<file path="src/rtl/mux2x4_scan.sv">
// Scanner for a dual 1-of-4 mux: steps SEL through 00..11, waits SETTLE cycles per code,
// and rebuilds both 4-bit source words from the lane outputs for a start/valid/ack consumer.
module mux2x4_scan #(
    parameter int unsigned SETTLE = 1
) (
    input  logic       clk,
    input  logic       reset_n,
    input  logic       start,
    input  logic       b0,
    input  logic       b1,
    input  logic       ack,
    output logic [0:1] sel,
    output logic       en,
    output logic       busy,
    output logic       valid,
    output logic [0:3] q0,
    output logic [0:3] q1
);

    localparam logic [3:0] RELOAD = 4'(SETTLE - 1);

    typedef enum logic [1:0] {
        IDLE = 2'd0,
        SCAN = 2'd1,
        DONE = 2'd2
    } state_t;

    state_t     state, state_nxt;
    logic [1:0] phase, phase_nxt;
    logic [3:0] cnt, cnt_nxt;
    logic [0:3] q0_nxt, q1_nxt;

    always_ff @(posedge clk) begin
        if (!reset_n) begin
            state <= IDLE;
            phase <= '0;
            cnt   <= '0;
            q0    <= '0;
            q1    <= '0;
        end else begin
            state <= state_nxt;
            phase <= phase_nxt;
            cnt   <= cnt_nxt;
            q0    <= q0_nxt;
            q1    <= q1_nxt;
        end
    end

    always_comb begin
        state_nxt = state;
        phase_nxt = phase;
        cnt_nxt   = cnt;
        q0_nxt    = q0;
        q1_nxt    = q1;
        sel       = 2'b00;
        en        = 1'b0;
        busy      = 1'b0;
        valid     = 1'b0;

        case (state)
            IDLE: begin
                if (start) begin
                    state_nxt = SCAN;
                    phase_nxt = 2'd0;
                    cnt_nxt   = RELOAD;
                end
            end
            SCAN: begin
                en   = 1'b1;
                busy = 1'b1;
                sel  = phase;
                if (cnt != 4'd0) begin
                    cnt_nxt = cnt - 4'd1;
                end else begin
                    // Sample only at the end of the settle window so lagging mux outputs are not captured stale
                    q0_nxt[phase] = b0;
                    q1_nxt[phase] = b1;
                    if (phase == 2'd3) begin
                        state_nxt = DONE;
                    end else begin
                        phase_nxt = phase + 2'd1;
                        cnt_nxt   = RELOAD;
                    end
                end
            end
            DONE: begin
                valid = 1'b1;
                if (ack) begin
                    if (start) begin
                        state_nxt = SCAN;
                        phase_nxt = 2'd0;
                        cnt_nxt   = RELOAD;
                    end else begin
                        state_nxt = IDLE;
                    end
                end
            end
            default: begin
                state_nxt = IDLE;
            end
        endcase
    end

endmodule

</file>
<file path="config.mk">
export PLATFORM = sky130hd
export DESIGN_NAME = mux2x4_scan
export DESIGN_NICKNAME = d
export VERILOG_FILES = /design/src/rtl/mux2x4_scan.sv
export SDC_FILE = /design/constraint.sdc
export NUM_CORES = 1
export LEC_CHECK = 0
export BUFFER_PORTS_ARGS = -buffer_cell sky130_fd_sc_hd__buf_4
export CORE_MARGIN = 1.5
export CORE_UTILIZATION = 49
export CTS_BUF_LIST = sky130_fd_sc_hd__clkbuf_8
export CTS_CLUSTER_SIZE = 20
export DETAILED_ROUTE_END_ITERATION = 10
export PLACE_DENSITY = 0.87
export SETUP_SLACK_MARGIN = 0.3
export SLEW_MARGIN = 20
export SYNTH_ARGS = -nofsm -noshare
export SYNTH_HDL_FRONTEND = slang
export SYNTH_SLANG_ARGS = --single-unit
</file>
<file path="constraint.sdc">
create_clock -name clk -period 1.4 [get_ports clk]
set_input_delay 0.28 -clock clk [delete_from_list [all_inputs] [get_ports clk]]
set_output_delay 0.28 -clock clk [all_outputs]
set_load 0.1 [all_outputs]
</file>
==> metrics.md <==
| Metric | Value |
|---|---|
| Max-Cap Viols | `0` |
| Post-synth EDFFs | `0` |
| Cell area after synthesis | `835 sq um` |
| Worst Path Buf+Inv | `3` |
| Fin. Hold Viols | `0` |
| Total die area | `1960 sq um` |
| Worst Hold Depth | `3` |
| WP data arrival | `1.69 ns` |
| Clock transition at the registers of the reported paths | `0.07 ns` |
| Final Cycle Share | `1.08` |
| Yosys reg bits | `16` |
| 1st-iter DRT viols | `36` |
| Largest net degree at the start of global routing | `20` |
| Met3 Use GR | `0.0694` |
| P_leak | `0.590 nW` |
| Chip height | `44.3 um` |
| CP Data Required Time | `1.58 ns` |
| Post-detailed-route count of antenna-violating nets | `0` |
| Sinks on Clock Net | `16` |
| Routed len/inst | `21.7 um` |
| Fmax | `0.662 GHz` |
| Outcome | `complete, but fails checks` |
| Pre-CTS setup slack | `-0.0345 ns` |
| Grt ovf | `0` |
| Fillers | `57` |
| Max Fanout on Critical Path | `4` |
| GRT Max-Usage Layer | `met2` |
| Critical path launch point type | `flip-flop` |
| Post-synth ARST share | `0` |
| Worst path max stage delay | `0.51 ns` |
| Seq/Total Area, Yosys | `0.384` |
| Critical Path End Type | `flip-flop` |
| Warnings from Yosys | `0` |
| Core footprint | `1540 sq um` |
| CP top delay family | `simple AND/OR/NAND/NOR gates` |
| Vias in the first global route | `923` |
| Minimum clock period | `1.51 ns` |
| Post-layout nets | `141` |
| Final WL | `3140 um` |
| ANT cells | `0` |
| First-pass GRT wire length | `4430 um` |
| Syn_nets | `103` |
| Max H-tree Level | `1` |
| Area Growth Syn to Fin | `70.8%` |
| Port Buf Inserts | `18` |
| Starting Density | `0.541` |
| Met1 Usage GRT | `0.349` |
| Worst Tran Pin Value | `0.354 ns` |
| Worst R2R Start | `cnt[0]` |
| Reg2reg end | `cnt[3]` |
| Crit-path slowest cell | `or4_4` |
| CTS tree | `built` |
| Initial antenna violation count | `0` |
| Clk_lat worst skew | `0.26 ns` |
| Worst vdd ir | `0.730 mV` |
| Dpl hpwl | `1720 um` |
| Synth Instances | `92` |
| Worst clock skew | `0.00613 ns` |
| Die Span X | `44.3 um` |
| Post-synthesis area per instance | `9.07 sq um` |
| Grt met2 use | `0.576` |
| Clk root buf | `clkbuf_8` |
| Slew margin rel. | `0.761` |
| R2R setup slack | `-0.11 ns` |
| IO Pins | `19` |
| Critical setup path kind | `reg2reg` |
| Most used flip-flop cell after synthesis | `dfxtp_1` |
| Violated checks | `negative setup slack` |
| Worst hold start | `ack` |
| Drt pass-1 iters | `4` |
| Final Setup Violations | `16` |
| Number of library cell types mapped by synthesis | `29` |
| Final Slew Violations | `0` |
| GRT Total Usage | `0.320` |
| CP cell instances | `inv_2 > ha_4 > buf_4 > buf_6 > or4_4 > o211ai_1` |
| Worst hold path class | `in2reg` |
| Post-route setup slack | `-0.110 ns` |
| DRC Markers | `0` |
| Clock Tree Buf Depth | `2` |
| Cts bufs inserted | `3` |
| Vias | `900` |
| Hold EP | `state[1]` |
| Layout cells sized above 1 | `0.558` |
| Cell depth of the worst flop-to-flop path | `6` |
| Power per cell area | `827 nW/um^2` |
| Drt via density | `6.21` |
| Rows | `14` |
| RSZ-0062 raised after global routing | `true` |
| Final Util | `0.925` |
| GP Congestion | `0.772` |
worst max-delay path by stage:
| stage | startpoint | slack (ns) | end | cells past startpoint |
|---|---|---|---|---|
| 2_1_floorplan | state[0] | 0.06 | sel[0] | 3 |
| 3_3_place_gp | cnt[1] | 0.02 | cnt[3] | 7 |
| 3_5_place_dp | cnt[1] | -0.03 | cnt[3] | 7 |
| 4_1_cts | cnt[0] | -0.03 | cnt[3] | 7 |
| 5_1_grt | cnt[0] | -0.15 | cnt[3] | 7 |
| 6_report | cnt[0] | -0.11 | cnt[3] | 6 |
per-layer routing:
metal / routed length (um) / vias up
met2: 1610 / 60
met4: 185 / 0
met3: 227 / 21
li1: - / 398
met5: 0 / -
met1: 1120 / 421
flip-flops by register name, summed over array words and instances (netlist names):
name / flops
phase: 2
q1: 4
state: 2
q0: 4
cnt: 4
synth_stat cells, drive strengths merged (3+ instances only):
master	n	area, sq um
dfxtp	16	320
inv	6	22.5
nand3b	4	30.0
nand2b	3	18.8
and3	3	22.5
and2	3	18.8
mux2i	8	80.1
nand2	15	56.3
a21oi	4	20.0
ha	5	62.6
per-stage QoR:
step                      instance area [sq um]  setup TNS, ns  total power, mW  hold WS, ns  instances
after floorplan                             910              0            0.652        0.423         92
after global placement                     1130              0            0.697        0.439        136
after detailed placement                   1130        -0.0736            0.705        0.461        136
after CTS                                  1330         -0.116             1.15        0.296        143
after global routing                       1430          -1.67             1.22        0.363        145
final                                      1430         -0.936             1.18        0.368        145
layout make-up:
| cell class | count | area, sq um | area share |
|---|---|---|---|
| Timing Repair Buffer | 37 | 459 | 0.322 |
| Multi-Input combinational cell | 66 | 528 | 0.370 |
| Clock buffer | 4 | 55.1 | 0.0386 |
| Tap cell | 16 | 20.0 | 0.0140 |
| Sequential cell | 16 | 340 | 0.239 |
| Inverter | 6 | 22.5 | 0.0158 |
repair_timing:
item / in CTS / in global routing
pin swaps: 4 / 4
setup buffers: 3 / 2
resized for setup: 30 / 20
hold buffers: 0 / 0
endpoints found under the setup margin: 29 / 28
power by group:
group / switching [mW] / internal, mW
sequential: 0.0128 / 0.467
clock: 0.178 / 0.250
combinational: 0.165 / 0.107
layout by cell type, fill, tap and decap left out, drive strengths merged, types with 2 or more instances in the layout:
| master | instances |
|---|---|
| nand3b | 4 |
| mux2i | 8 |
| o21ai | 2 |
| inv | 6 |
| and2 | 3 |
| nand3 | 2 |
| a21oi | 4 |
| buf | 37 |
| o311ai | 2 |
| nor2b | 2 |
| dfxtp | 16 |
| nand2 | 15 |
| o32ai | 2 |
| ha | 5 |
| nand2b | 3 |
| clkbuf | 4 |
| and3 | 3 |
cells by family (layout without fill, tap and decap cells):
kind of cell    count (synthesis)  count (layout)  synth area share
compound gates                 13              13             0.114
fa+ha+maj                       5               5            0.0750
buf+inv                        10              47            0.0510
flops                          16              16             0.384
mux                             8               8            0.0960
simple gates                   40              40             0.280
worst reg2reg max path, delay by kind of cell (launching register included):
| family | cells | cell delay, ns |
|---|---|---|
| simple gates | 1 | 0.51 |
| fa+ha+maj | 1 | 0.15 |
| compound gates | 1 | 0.12 |
| flops | 1 | 0.35 |
| buf+inv | 3 | 0.29 |
(Power assumes the default switching activity.)
